### config.mk
export PLATFORM = sky130hd
export DESIGN_NAME = spm
export DESIGN_NICKNAME = d
export VERILOG_FILES = /design/src/rtl/spm_pkg.sv /design/src/rtl/spm_csa_cell.sv /design/src/rtl/spm.sv
export SDC_FILE = /design/constraint.sdc
export NUM_CORES = 1
export LEC_CHECK = 0
export ABC_AREA = 1
export BUFFER_PORTS_ARGS = -buffer_cell sky130_fd_sc_hd__buf_2
export CAP_MARGIN = 10
export CORE_AREA = 4 4 41 43
export DETAILED_ROUTE_END_ITERATION = 8
export DIE_AREA = 0 0 45 47
export PLACE_DENSITY_LB_ADDON = 0.2
export SLEW_MARGIN = 0
export SYNTH_ARGS = -nofsm -noshare
export SYNTH_HDL_FRONTEND = slang
export SYNTH_HIERARCHICAL = 1
export SYNTH_SLANG_ARGS = --single-unit
### constraint.sdc
create_clock -name clk -period 2.2 [get_ports clk]
set_input_delay 0.44 -clock clk [delete_from_list [all_inputs] [get_ports clk]]
set_output_delay 0.44 -clock clk [all_outputs]
set_load 0.01 [all_outputs]
### src/rtl/spm_pkg.sv
// spm_pkg: shared constants for the serial/parallel multiplier.
package spm_pkg;
  localparam int SPM_SIZE_DEF = 8;   // default multiplicand width
  localparam int SPM_SIZE_MAX = 32;  // widest supported multiplicand
endpackage

### src/rtl/spm_csa_cell.sv
// spm_csa_cell: one carry-save cell of the serial/parallel multiplier.
// Full adder of (partial product, upstream sum, own carry) with registered
// sum and carry. Optional hold input under macro SPM_ENABLE_EN.
module spm_csa_cell (
  input  logic clk,
  input  logic rst,
`ifdef SPM_ENABLE_EN
  input  logic en_i,
`endif
  input  logic a_i,     // partial-product bit x[i] & y
  input  logic s_in_i,  // sum from the next-higher cell
  output logic s_o      // registered sum toward the LSB
);
  logic s_q, s_d;
  logic c_q, c_d;
  logic adv;

`ifdef SPM_ENABLE_EN
  assign adv = en_i;
`else
  assign adv = 1'b1;
`endif

  // Full adder: carry stays in this cell, sum shifts one place toward p.
  always_comb begin
    s_d = a_i ^ s_in_i ^ c_q;
    c_d = (a_i & s_in_i) | (a_i & c_q) | (s_in_i & c_q);
  end

  // Sum/carry state; reset wins over hold.
  always_ff @(posedge clk) begin
    if (rst) begin
      s_q <= 1'b0;
      c_q <= 1'b0;
    end else if (adv) begin
      s_q <= s_d;
      c_q <= c_d;
    end
  end

  assign s_o = s_q;
endmodule

### src/rtl/spm.sv
// spm: bit-serial / parallel signed multiplier (carry-save array).
// x is held in parallel, y arrives LSB first, p leaves LSB first one
// clock later. Optional en input under macro SPM_ENABLE_EN.
module spm
  import spm_pkg::*;
#(
  parameter int size = SPM_SIZE_DEF
) (
  input  logic            clk,
  input  logic            rst,
`ifdef SPM_ENABLE_EN
  input  logic            en,
`endif
  input  logic [size-1:0] x,
  input  logic            y,
  output logic            p
);
  logic [size-1:0] s;      // registered sum of each cell
  logic [size-1:0] a;      // partial products
  logic            sgn_s_q, sgn_s_d;
  logic            sgn_c_q, sgn_c_d;
  logic            adv;

`ifdef SPM_ENABLE_EN
  assign adv = en;
`else
  assign adv = 1'b1;
`endif

  assign a = x & {size{y}};

  // Magnitude cells 0..size-2; each consumes the sum of the cell above it.
  for (genvar i = 0; i < size - 1; i++) begin : g_cell
    spm_csa_cell u_cell (
      .clk    (clk),
      .rst    (rst),
`ifdef SPM_ENABLE_EN
      .en_i   (en),
`endif
      .a_i    (a[i]),
      .s_in_i (s[i+1]),
      .s_o    (s[i])
    );
  end

  // Sign cell: serial two's complement of the x-MSB partial-product stream.
  // The carry flop records "a one has been seen": bits pass unchanged up to
  // and including the first one and are inverted afterwards, which equals
  // invert-plus-one and yields an endless sign-extension stream.
  always_comb begin
    sgn_s_d = a[size-1] ^ sgn_c_q;
    sgn_c_d = a[size-1] | sgn_c_q;
  end

  // Sign cell state; reset wins over hold.
  always_ff @(posedge clk) begin
    if (rst) begin
      sgn_s_q <= 1'b0;
      sgn_c_q <= 1'b0;
    end else if (adv) begin
      sgn_s_q <= sgn_s_d;
      sgn_c_q <= sgn_c_d;
    end
  end

  assign s[size-1] = sgn_s_q;
  assign p         = s[0];
endmodule

* Word level (Yosys, flattened, before mapping)
Cells that the tools add are included. W data, S select, Z words.
Cells by class: reduce and logical (&&, ||, !) cells 0, order comparisons 0, multipliers 0, equality and inequality tests 0, shift-type cells 0, bitwise operators 52, mux-type cells 0, div/mod/pow operators 0, add/sub/neg operators 0
Operators by type and width (number):
- $and A1 B1 Y1 | 21
- $or A1 B1 Y1 | 15
- $xor A1 B1 Y1 | 15
- $and A8 B8 Y8 | 1
Storage, ports and cells: logic and storage cells 68, ROM bits 0, output and inout bits 1, register bits 16, bits in latches 0, input port bits 11, RAM bits 0, memories kept 0

* Logic depth before layout (Yosys ltp)
Gate-level depths: netlist of run 1.
word-level depth 4, mapped depth 6, depth with buffers taken out 5

* By module
Netlist of run 1, hierarchy kept.
Modules (own cells, without submodules):
- spm_csa_cell | area each 75.1 µm², instances 7, cells an instance 7, sequential area each 40.0 µm²
- spm | area each 128.9 µm², instances 1, cells an instance 23, sequential area each 40.0 µm²

* Worst setup path after synthesis of run 1
No wires, ideal clock.
path type input port to flip-flop, start point in y, end point reg g_cell[0].u_cell.s_q, stages on the path 6, setup time 64 ps, setup slack 849 ps, data arrival time 1288 ps, path through buf_2 nand2_1 inv_1 fa_1 inv_1 nor2_1
Between the ends: longest elaborated chain between the ends 3
Ends and longest elaborated chain:
- start, declared | RTL line spm.sv:15 | input logic y,
- $and A8 B8 Y8 | RTL line spm.sv:30 | assign a = x & {size{y}};
- via a[0] | RTL line spm.sv:19 | logic [size-1:0] a;
- $xor A1 B1 Y1 (2 in a row) | RTL line spm_csa_cell.sv:26 | s_d = a_i ^ s_in_i ^ c_q;
- via g_cell[0].u_cell.s_d | RTL line spm_csa_cell.sv:14 | logic s_q, s_d;
- end signal, assigned | RTL line spm_csa_cell.sv:33 | s_q <= 1'b0;
- end signal, assigned | RTL line spm_csa_cell.sv:36 | s_q <= s_d;
- end, declared | RTL line spm_csa_cell.sv:14
The timed path passes the listed nets, and every way through them passes these cells. A chain may end at the register's enable or synchronous reset.

* Worst setup path in the final report of run 1
start point reg g_cell[0].u_cell.s_q, end point out p
RTL lines:
- end, declared | RTL line spm.sv:16 | output logic p
No word-level cell between the ends.

==> flow_results.xml, run 1 <==
<?xml version="1.0" encoding="UTF-8"?>
<metrics>
  <group name="cts">
    <metric name="clkSlewWorstSetupHoldPaths" unit="ns">0.09</metric>
    <metric name="cts_max_level" unit="">1</metric>
    <metric name="worstSkewPairLatency" unit="ns">0.28</metric>
    <metric name="clockBufferDepth" unit="">2</metric>
    <metric name="numCtsBuffers" unit="">3</metric>
    <metric name="post_cts_resized" unit="">0</metric>
    <metric name="clock_sink_count" unit="">16</metric>
    <metric name="post-cts-setup-buffer-count" unit="">0</metric>
    <metric name="cts_hold_buf" unit="">0</metric>
    <metric name="tritoncts_clock_tree" unit="">yes</metric>
    <metric name="clock-root-buffer" unit="">sky130_fd_sc_hd__clkbuf_4</metric>
  </group>
  <group name="synthesis">
    <metric name="yosys_warnings" unit="">6</metric>
    <metric name="yosys.area_share.adder" unit="">0.2333</metric>
    <metric name="netlist.top_cell.by_area" unit="">sky130_fd_sc_hd__dfxtp_1</metric>
    <metric name="synthesis.instances" unit="">72</metric>
    <metric name="synth-xor-area-share" unit="">0</metric>
    <metric name="synthDistinctLibCells" unit="">7</metric>
    <metric name="synthMuxAreaShare" unit="">0</metric>
    <metric name="synth-edff-count" unit="">0</metric>
    <metric name="synth_top_area_frac" unit="">0.4895</metric>
    <metric name="compound_gate_fraction_of_synth_area" unit="">0</metric>
    <metric name="postSynth.asyncResetShare" unit="">0</metric>
    <metric name="simple_gate_area_share_of_the_yosys_netlist" unit="">0.1377</metric>
    <metric name="ys_seq_elements" unit="">16</metric>
    <metric name="synth.cells.most_frequent" unit="">sky130_fd_sc_hd__inv_1 (23), sky130_fd_sc_hd__dfxtp_1 (16), sky130_fd_sc_hd__nor2_1 (16)</metric>
    <metric name="combinational_family_with_the_most_area_after_synthesis" unit="">adder cells</metric>
    <metric name="synth.most_common_cell" unit="">sky130_fd_sc_hd__inv_1</metric>
    <metric name="synth.cell_area" unit="um^2">654.4</metric>
    <metric name="yosys_most_used_dff" unit="">sky130_fd_sc_hd__dfxtp_1</metric>
    <metric name="post_syn_nets" unit="">91</metric>
    <metric name="post_synth_main_area_contributors" unit="">sky130_fd_sc_hd__dfxtp_1 (49%), sky130_fd_sc_hd__fa_1 (21%), sky130_fd_sc_hd__inv_1 (13%)</metric>
    <metric name="avgSynthCellArea" unit="um^2">9.089</metric>
    <metric name="synth-seq-area-share" unit="">0.4895</metric>
  </group>
  <group name="setup_path">
    <metric name="start_kind" unit="">flop</metric>
    <metric name="setup.worst_path.end_class" unit="">primary output</metric>
    <metric name="timing.critical_path.fanout_max" unit="">1</metric>
    <metric name="cp_num_buf_inv" unit="">1</metric>
    <metric name="cp_top_family" unit="">flip-flops</metric>
    <metric name="worst-endpoint-required" unit="ns">1.76</metric>
    <metric name="worst_path_arrival_time" unit="ns">0.70</metric>
    <metric name="critical-path-slowest-cell" unit="">sky130_fd_sc_hd__dfxtp_1</metric>
    <metric name="path_cells" unit="">buf_2</metric>
    <metric name="critical_path.max_stage_delay" unit="ns">0.30</metric>
    <metric name="critPathKind" unit="">reg -&gt; out</metric>
  </group>
  <group name="power">
    <metric name="cell_internal_pwr" unit="mW">0.4380</metric>
    <metric name="leakage_power" unit="nW">0.4196</metric>
    <metric name="total_switching_power" unit="mW">0.1319</metric>
    <metric name="irDropWorstVdd" unit="V">0.0004354</metric>
    <metric name="clock_power_share" unit="">0.331</metric>
    <metric name="share_comb_of_total_power" unit="">0.108</metric>
    <metric name="netSwitchingFraction" unit="">0.2315</metric>
    <metric name="p_total" unit="mW">0.5699</metric>
    <metric name="power_per_cell_area" unit="nW/um^2">750.4</metric>
    <metric name="p_seq_frac" unit="">0.561</metric>
  </group>
  <group name="sta">
    <metric name="setup-tns-final" unit="ns">0</metric>
    <metric name="worst_pin_slew" unit="ns">0.2764</metric>
    <metric name="period_share" unit="">0.5180</metric>
    <metric name="fmax" unit="GHz">0.8775</metric>
    <metric name="finalSetupViolCount" unit="">0</metric>
    <metric name="post-route-min-period" unit="ns">1.140</metric>
    <metric name="finalClockSkew" unit="ns">0.005338</metric>
    <metric name="final-max-slew-violation-count" unit="">0</metric>
    <metric name="timing.slew.headroom" unit="">0.8158</metric>
    <metric name="finalHoldViolCount" unit="">0</metric>
    <metric name="setup_repair_after_global_routing_missed_its_margin" unit="">no</metric>
  </group>
  <group name="run_status">
    <metric name="run_status" unit="">completed</metric>
  </group>
  <group name="cells_and_area">
    <metric name="relative_area_change_from_synthesis_to_final_layout" unit="%">16.06</metric>
    <metric name="fillCellCount" unit="">132</metric>
    <metric name="drive_gt1_frac" unit="">0.1744</metric>
    <metric name="area.sequential" unit="um^2">320.3</metric>
    <metric name="antenna_cells" unit="">0</metric>
    <metric name="nNetsFinal" unit="">106</metric>
    <metric name="area_occupied_by_multi_input_gates" unit="um^2">242.7</metric>
  </group>
  <group name="route">
    <metric name="routedWlPerCell" unit="um">8.782</metric>
    <metric name="drtAntennaViolNets" unit="">0</metric>
    <metric name="top_layer_used" unit="">met4</metric>
    <metric name="dr.pass1.iters" unit="">4</metric>
    <metric name="post_drt_via_cell_ratio" unit="">4.257</metric>
    <metric name="dr_wl_met2" unit="um">438</metric>
    <metric name="met3RoutedLength" unit="um">50</metric>
    <metric name="dr.first_iter.drc_count" unit="">3</metric>
    <metric name="final_wirelength" unit="um">887</metric>
    <metric name="detailroute.via_count" unit="">430</metric>
    <metric name="m1WireLength" unit="um">385</metric>
    <metric name="drc" unit="">0</metric>
  </group>
  <group name="grt">
    <metric name="globalRoute.totalOverflow" unit="">0</metric>
    <metric name="grt_start_max_net_pins" unit="">17</metric>
    <metric name="first_global_vias" unit="">383</metric>
    <metric name="initial_antenna_violation_count" unit="">0</metric>
    <metric name="global_route.usage.total" unit="">0.1046</metric>
    <metric name="grt_first_pass_wirelength" unit="um">1552</metric>
  </group>
  <group name="min_path">
    <metric name="min_path_type" unit="">in -&gt; reg</metric>
  </group>
  <group name="place">
    <metric name="buffers_added_on_ports" unit="">11</metric>
    <metric name="place.gp.congestion" unit="">0.6830</metric>
    <metric name="post_dp_hpwl" unit="um">680</metric>
  </group>
  <group name="floorplan">
    <metric name="coreArea" unit="um^2">1301</metric>
    <metric name="die_area" unit="um^2">2115</metric>
    <metric name="initial_utilization" unit="">0.5029</metric>
    <metric name="fp.dieH" unit="um">47</metric>
    <metric name="num_rows" unit="">13</metric>
    <metric name="die_width" unit="um">45</metric>
    <metric name="io-pin-count" unit="">12</metric>
  </group>
  <group name="job">
    <metric name="timing.max_cap.violations" unit="">0</metric>
  </group>
</metrics>
## stage by stage
stage                     std cells  cell area (um^2)  utilization  hold WS (ns)  worst slack [ns]
after floorplan                  72             654.4            -        0.5067            0.8486
after global placement           97             723.2       0.5558        0.5447            0.7972
after detailed placement         97             723.2       0.5558        0.5526            0.7710
after CTS                       101             759.5       0.5837        0.4965             1.043
after global routing            101             759.5       0.5837        0.5147            0.9854
final                           101             759.5       0.5837        0.4990             1.060
## cells by family after synthesis
family	Yosys count
simple gates	24
buf+inv	24
fa+ha+maj	8
flops	16
## final timing paths
| path | to | cells after the start | slack (ns) | start |
|---|---|---|---|---|
| worst min register to register | sgn_c_q | 3 | 0.56 | sgn_c_q |
| worst max-delay path | p | 1 | 1.06 | g_cell[0].u_cell/s_o |
| worst max register to register | g_cell[5].u_cell/s_o | 3 | 1.20 | g_cell[6].u_cell/s_o |
| worst min-delay path | sgn_c_q | 2 | 0.50 | rst |
## state kept, by name, summed over array words and instances (netlist names)
name and cells:
g_cell.u_cell/s_o 7, g_cell.u_cell/c_q 7, sgn_c_q 1, sgn_s_q 1
## final cells by class
| cell class | count | area share |
|---|---|---|
| sequential | 16 | 0.4217 |
| clock buffer | 4 | 0.04778 |
| tap | 15 | 0.02471 |
| multi-input combinational | 32 | 0.3196 |
| inverter | 23 | 0.1137 |
| timing repair buffer | 11 | 0.07249 |
## power by group through the flow
| stage | logic, mW | clock network (mW) | registers (mW) |
|---|---|---|---|
| 2_1_floorplan | 0.0406 | 0 | 0.326 |
| 3_3_place_gp | 0.0612 | 0 | 0.327 |
| 3_5_place_dp | 0.0632 | 0 | 0.327 |
| 4_1_cts | 0.0639 | 0.197 | 0.321 |
| 5_1_grt | 0.0767 | 0.209 | 0.322 |
| 6_report | 0.0617 | 0.188 | 0.320 |
## per-layer routing
| metal | vias up | track usage |
|---|---|---|
| li1 | 221 | - |
| met1 | 200 | 0.1271 |
| met2 | 7 | 0.1638 |
| met3 | 2 | 0.03831 |
| met4 | 0 | 0.05263 |
| met5 | - | 0 |
## worst reg2reg max path: cells and delay by family (launching register included)
kind          cells  cell delay [ns]
fa+ha+maj         1             0.50
buf+inv           1             0.04
flops             1             0.33
simple gates      1             0.08
## layout by cell type, fill, tap and decap left out
cell type,instances
sky130_fd_sc_hd__fa_1,7
sky130_fd_sc_hd__nor2_1,16
sky130_fd_sc_hd__clkbuf_4,3
sky130_fd_sc_hd__nand2_1,8
sky130_fd_sc_hd__buf_2,11
sky130_fd_sc_hd__dfxtp_1,16
sky130_fd_sc_hd__ha_1,1
sky130_fd_sc_hd__clkbuf_8,1
sky130_fd_sc_hd__inv_1,23
No activity file was read; power rests on OpenSTA's default activity.
==> run 2, diff against run 1 <==
clock period = 1.08 ns   (was 2.2 ns; I/O delays follow)
==> run 2 against run 1 <==
Against the previous run:
- hold slack lost 0.22 ns
- final area down 0.82%
- critical path depth increased by 2
- clock skew shrank 0.0020 ns
- register-to-register slack got worse by 1.1 ns
- clock power rose by 58%
- highest routed layer unchanged
- non-clock buffer count rose by 1
- first-iteration DRC count grew to 3.7 times the previous value
- count of clock-buffer cells in the layout fell by 1
==> flow_results.xml, run 2 (synthesis results as in run 1) <==
<?xml version="1.0" encoding="UTF-8"?>
<metrics>
  <group name="cells_and_area">
    <metric name="drive_gt1_frac" unit="">0.1744</metric>
    <metric name="relative_area_change_from_synthesis_to_final_layout" unit="%">15.11</metric>
    <metric name="final_design_area_no_fill" unit="um^2">753.2</metric>
    <metric name="fillCellCount" unit="">124</metric>
    <metric name="layout.cells.most_common" unit="">sky130_fd_sc_hd__inv_1</metric>
    <metric name="nNetsFinal" unit="">107</metric>
    <metric name="antenna_cells" unit="">0</metric>
    <metric name="final-instance-count-excl-fill" unit="">101</metric>
    <metric name="final_cell_mix" unit="">sky130_fd_sc_hd__inv_1 (23), sky130_fd_sc_hd__nor2_1 (16), sky130_fd_sc_hd__dfxtp_1 (16)</metric>
    <metric name="area.sequential" unit="um^2">320.3</metric>
    <metric name="area_occupied_by_multi_input_gates" unit="um^2">242.7</metric>
  </group>
  <group name="cts">
    <metric name="numCtsBuffers" unit="">3</metric>
    <metric name="post_cts_resized" unit="">0</metric>
    <metric name="clockBufferDepth" unit="">2</metric>
    <metric name="clock-root-buffer" unit="">sky130_fd_sc_hd__clkbuf_4</metric>
    <metric name="cts_max_level" unit="">1</metric>
    <metric name="worstSkewPairLatency" unit="ns">0.27</metric>
    <metric name="post-cts-setup-buffer-count" unit="">0</metric>
    <metric name="cts_hold_buf" unit="">0</metric>
    <metric name="clkSlewWorstSetupHoldPaths" unit="ns">0.09</metric>
    <metric name="clock_sink_count" unit="">16</metric>
    <metric name="tritoncts_clock_tree" unit="">yes</metric>
  </group>
  <group name="run_status">
    <metric name="run_status" unit="">completed</metric>
  </group>
  <group name="power">
    <metric name="share_comb_of_total_power" unit="">0.116</metric>
    <metric name="cell_internal_pwr" unit="mW">0.8175</metric>
    <metric name="netSwitchingFraction" unit="">0.2376</metric>
    <metric name="power_per_cell_area" unit="nW/um^2">1423</metric>
    <metric name="total_switching_power" unit="mW">0.2547</metric>
    <metric name="clock_power_share" unit="">0.277</metric>
    <metric name="p_seq_frac" unit="">0.608</metric>
    <metric name="leakage_power" unit="nW">0.4166</metric>
    <metric name="irDropWorstVdd" unit="V">0.0007874</metric>
  </group>
  <group name="place">
    <metric name="buffers_added_on_ports" unit="">11</metric>
    <metric name="post_dp_hpwl" unit="um">624.4</metric>
    <metric name="placed_cells_incl_taps" unit="">98</metric>
    <metric name="place.gp.congestion" unit="">0.6284</metric>
    <metric name="pre_cts_slack" unit="ns">-0.04766</metric>
    <metric name="post_dp_cell_area" unit="um^2">730.7</metric>
  </group>
  <group name="sta">
    <metric name="hold_ws" unit="ns">0.2811</metric>
    <metric name="finalSetupViolCount" unit="">0</metric>
    <metric name="finalClockSkew" unit="ns">0.003322</metric>
    <metric name="worst_pin_slew" unit="ns">0.2882</metric>
    <metric name="final-max-slew-violation-count" unit="">0</metric>
    <metric name="post-route-min-period" unit="ns">1.022</metric>
    <metric name="finalHoldViolCount" unit="">0</metric>
    <metric name="setup_repair_after_global_routing_missed_its_margin" unit="">no</metric>
    <metric name="timing.slew.headroom" unit="">0.8078</metric>
    <metric name="setup_slack" unit="ns">0.05768</metric>
    <metric name="period_share" unit="">0.9466</metric>
    <metric name="fmax" unit="GHz">0.9782</metric>
    <metric name="setup-tns-final" unit="ns">0</metric>
  </group>
  <group name="setup_path">
    <metric name="start_kind" unit="">flop</metric>
    <metric name="critical_path.max_stage_delay" unit="ns">0.53</metric>
    <metric name="path_cells" unit="">fa_1 -&gt; inv_1 -&gt; nor2_1</metric>
    <metric name="setup.worst_path.end_class" unit="">flop</metric>
    <metric name="critPathKind" unit="">reg -&gt; reg</metric>
    <metric name="worst_path_arrival_time" unit="ns">1.24</metric>
    <metric name="worst-endpoint-required" unit="ns">1.29</metric>
    <metric name="critical-path-slowest-cell" unit="">sky130_fd_sc_hd__fa_1</metric>
    <metric name="timing.critical_path.fanout_max" unit="">1</metric>
  </group>
  <group name="route">
    <metric name="routedWlPerCell" unit="um">8.168</metric>
    <metric name="dr.first_iter.drc_count" unit="">11</metric>
    <metric name="drtAntennaViolNets" unit="">0</metric>
    <metric name="post_drt_via_cell_ratio" unit="">4.119</metric>
    <metric name="detailroute.via_count" unit="">416</metric>
    <metric name="final_wirelength" unit="um">825</metric>
    <metric name="drc" unit="">0</metric>
    <metric name="dr.pass1.iters" unit="">3</metric>
  </group>
  <group name="grt">
    <metric name="first_global_vias" unit="">407</metric>
    <metric name="globalRoute.totalOverflow" unit="">0</metric>
    <metric name="grt_first_pass_wirelength" unit="um">1573</metric>
    <metric name="initial_antenna_violation_count" unit="">0</metric>
    <metric name="gr-max-usage-layer" unit="">met2</metric>
    <metric name="met3_usage" unit="">0.04598</metric>
    <metric name="grtUsageMet1" unit="">0.1292</metric>
    <metric name="global_route.usage.met2" unit="">0.1582</metric>
    <metric name="global_route.usage.total" unit="">0.1125</metric>
    <metric name="grt_start_max_net_pins" unit="">17</metric>
  </group>
  <group name="job">
    <metric name="timing.max_cap.violations" unit="">0</metric>
  </group>
  <group name="floorplan">
    <metric name="die_area" unit="um^2">2115</metric>
    <metric name="io-pin-count" unit="">12</metric>
    <metric name="die_width" unit="um">45</metric>
    <metric name="coreArea" unit="um^2">1301</metric>
    <metric name="num_rows" unit="">13</metric>
    <metric name="fp.dieH" unit="um">47</metric>
    <metric name="initial_utilization" unit="">0.5029</metric>
  </group>
  <group name="min_path">
    <metric name="min_path_type" unit="">in -&gt; reg</metric>
  </group>
</metrics>
[run 2: cell types whose count changed in the layout (fill, tap and decap cells not counted)]
cell,previous run,this run
sky130_fd_sc_hd__clkbuf_8,1,0
sky130_fd_sc_hd__buf_4,0,1
[run 2: area by class of cell]
type	count	area share
sequential	16	0.4252
multi-input combinational	32	0.3223
inverter	23	0.1146
timing repair buffer	12	0.08306
clock buffer	3	0.02990
tap	15	0.02492
[run 2: final timing paths]
check	startpoint	endpoint	slack, ns	cells after the start
worst min-delay path	rst	sgn_c_q	0.28	2
worst max-delay path	g_cell[6].u_cell/c_q	g_cell[6].u_cell/s_o	0.06	3
worst min register to register	sgn_c_q	sgn_c_q	0.56	3
worst max register to register	g_cell[6].u_cell/c_q	g_cell[6].u_cell/s_o	0.06	3
[run 2: critical path, delay by kind of cell (launching register included)]
kind,cells,cell delay (ns)
and+or+nand+nor,1,0.08
adders and majority gates,1,0.53
buffers and inverters,1,0.04
DFF,1,0.32
[run 2: power by group through the flow]
stage | clock (mW) | combinational (mW) | sequential (mW)
2_1_floorplan | 0 | 0.0826 | 0.666
3_3_place_gp | 0 | 0.124 | 0.666
3_5_place_dp | 0 | 0.126 | 0.667
4_1_cts | 0.315 | 0.127 | 0.653
5_1_grt | 0.346 | 0.153 | 0.658
6_report | 0.297 | 0.124 | 0.652
[run 2: stage by stage]
step	power, mW	utilization
floorplan	0.7484	-
detailed placement	0.7933	0.5615
finish	1.072	0.5788
global placement	0.7909	0.5615
CTS	1.095	0.5788
global route	1.157	0.5788
[run 2: layer usage]
metal,vias to the layer above,wire [um]
met3,2,53
met2,8,361
met5,-,0
li1,222,-
met1,184,401
met4,0,9
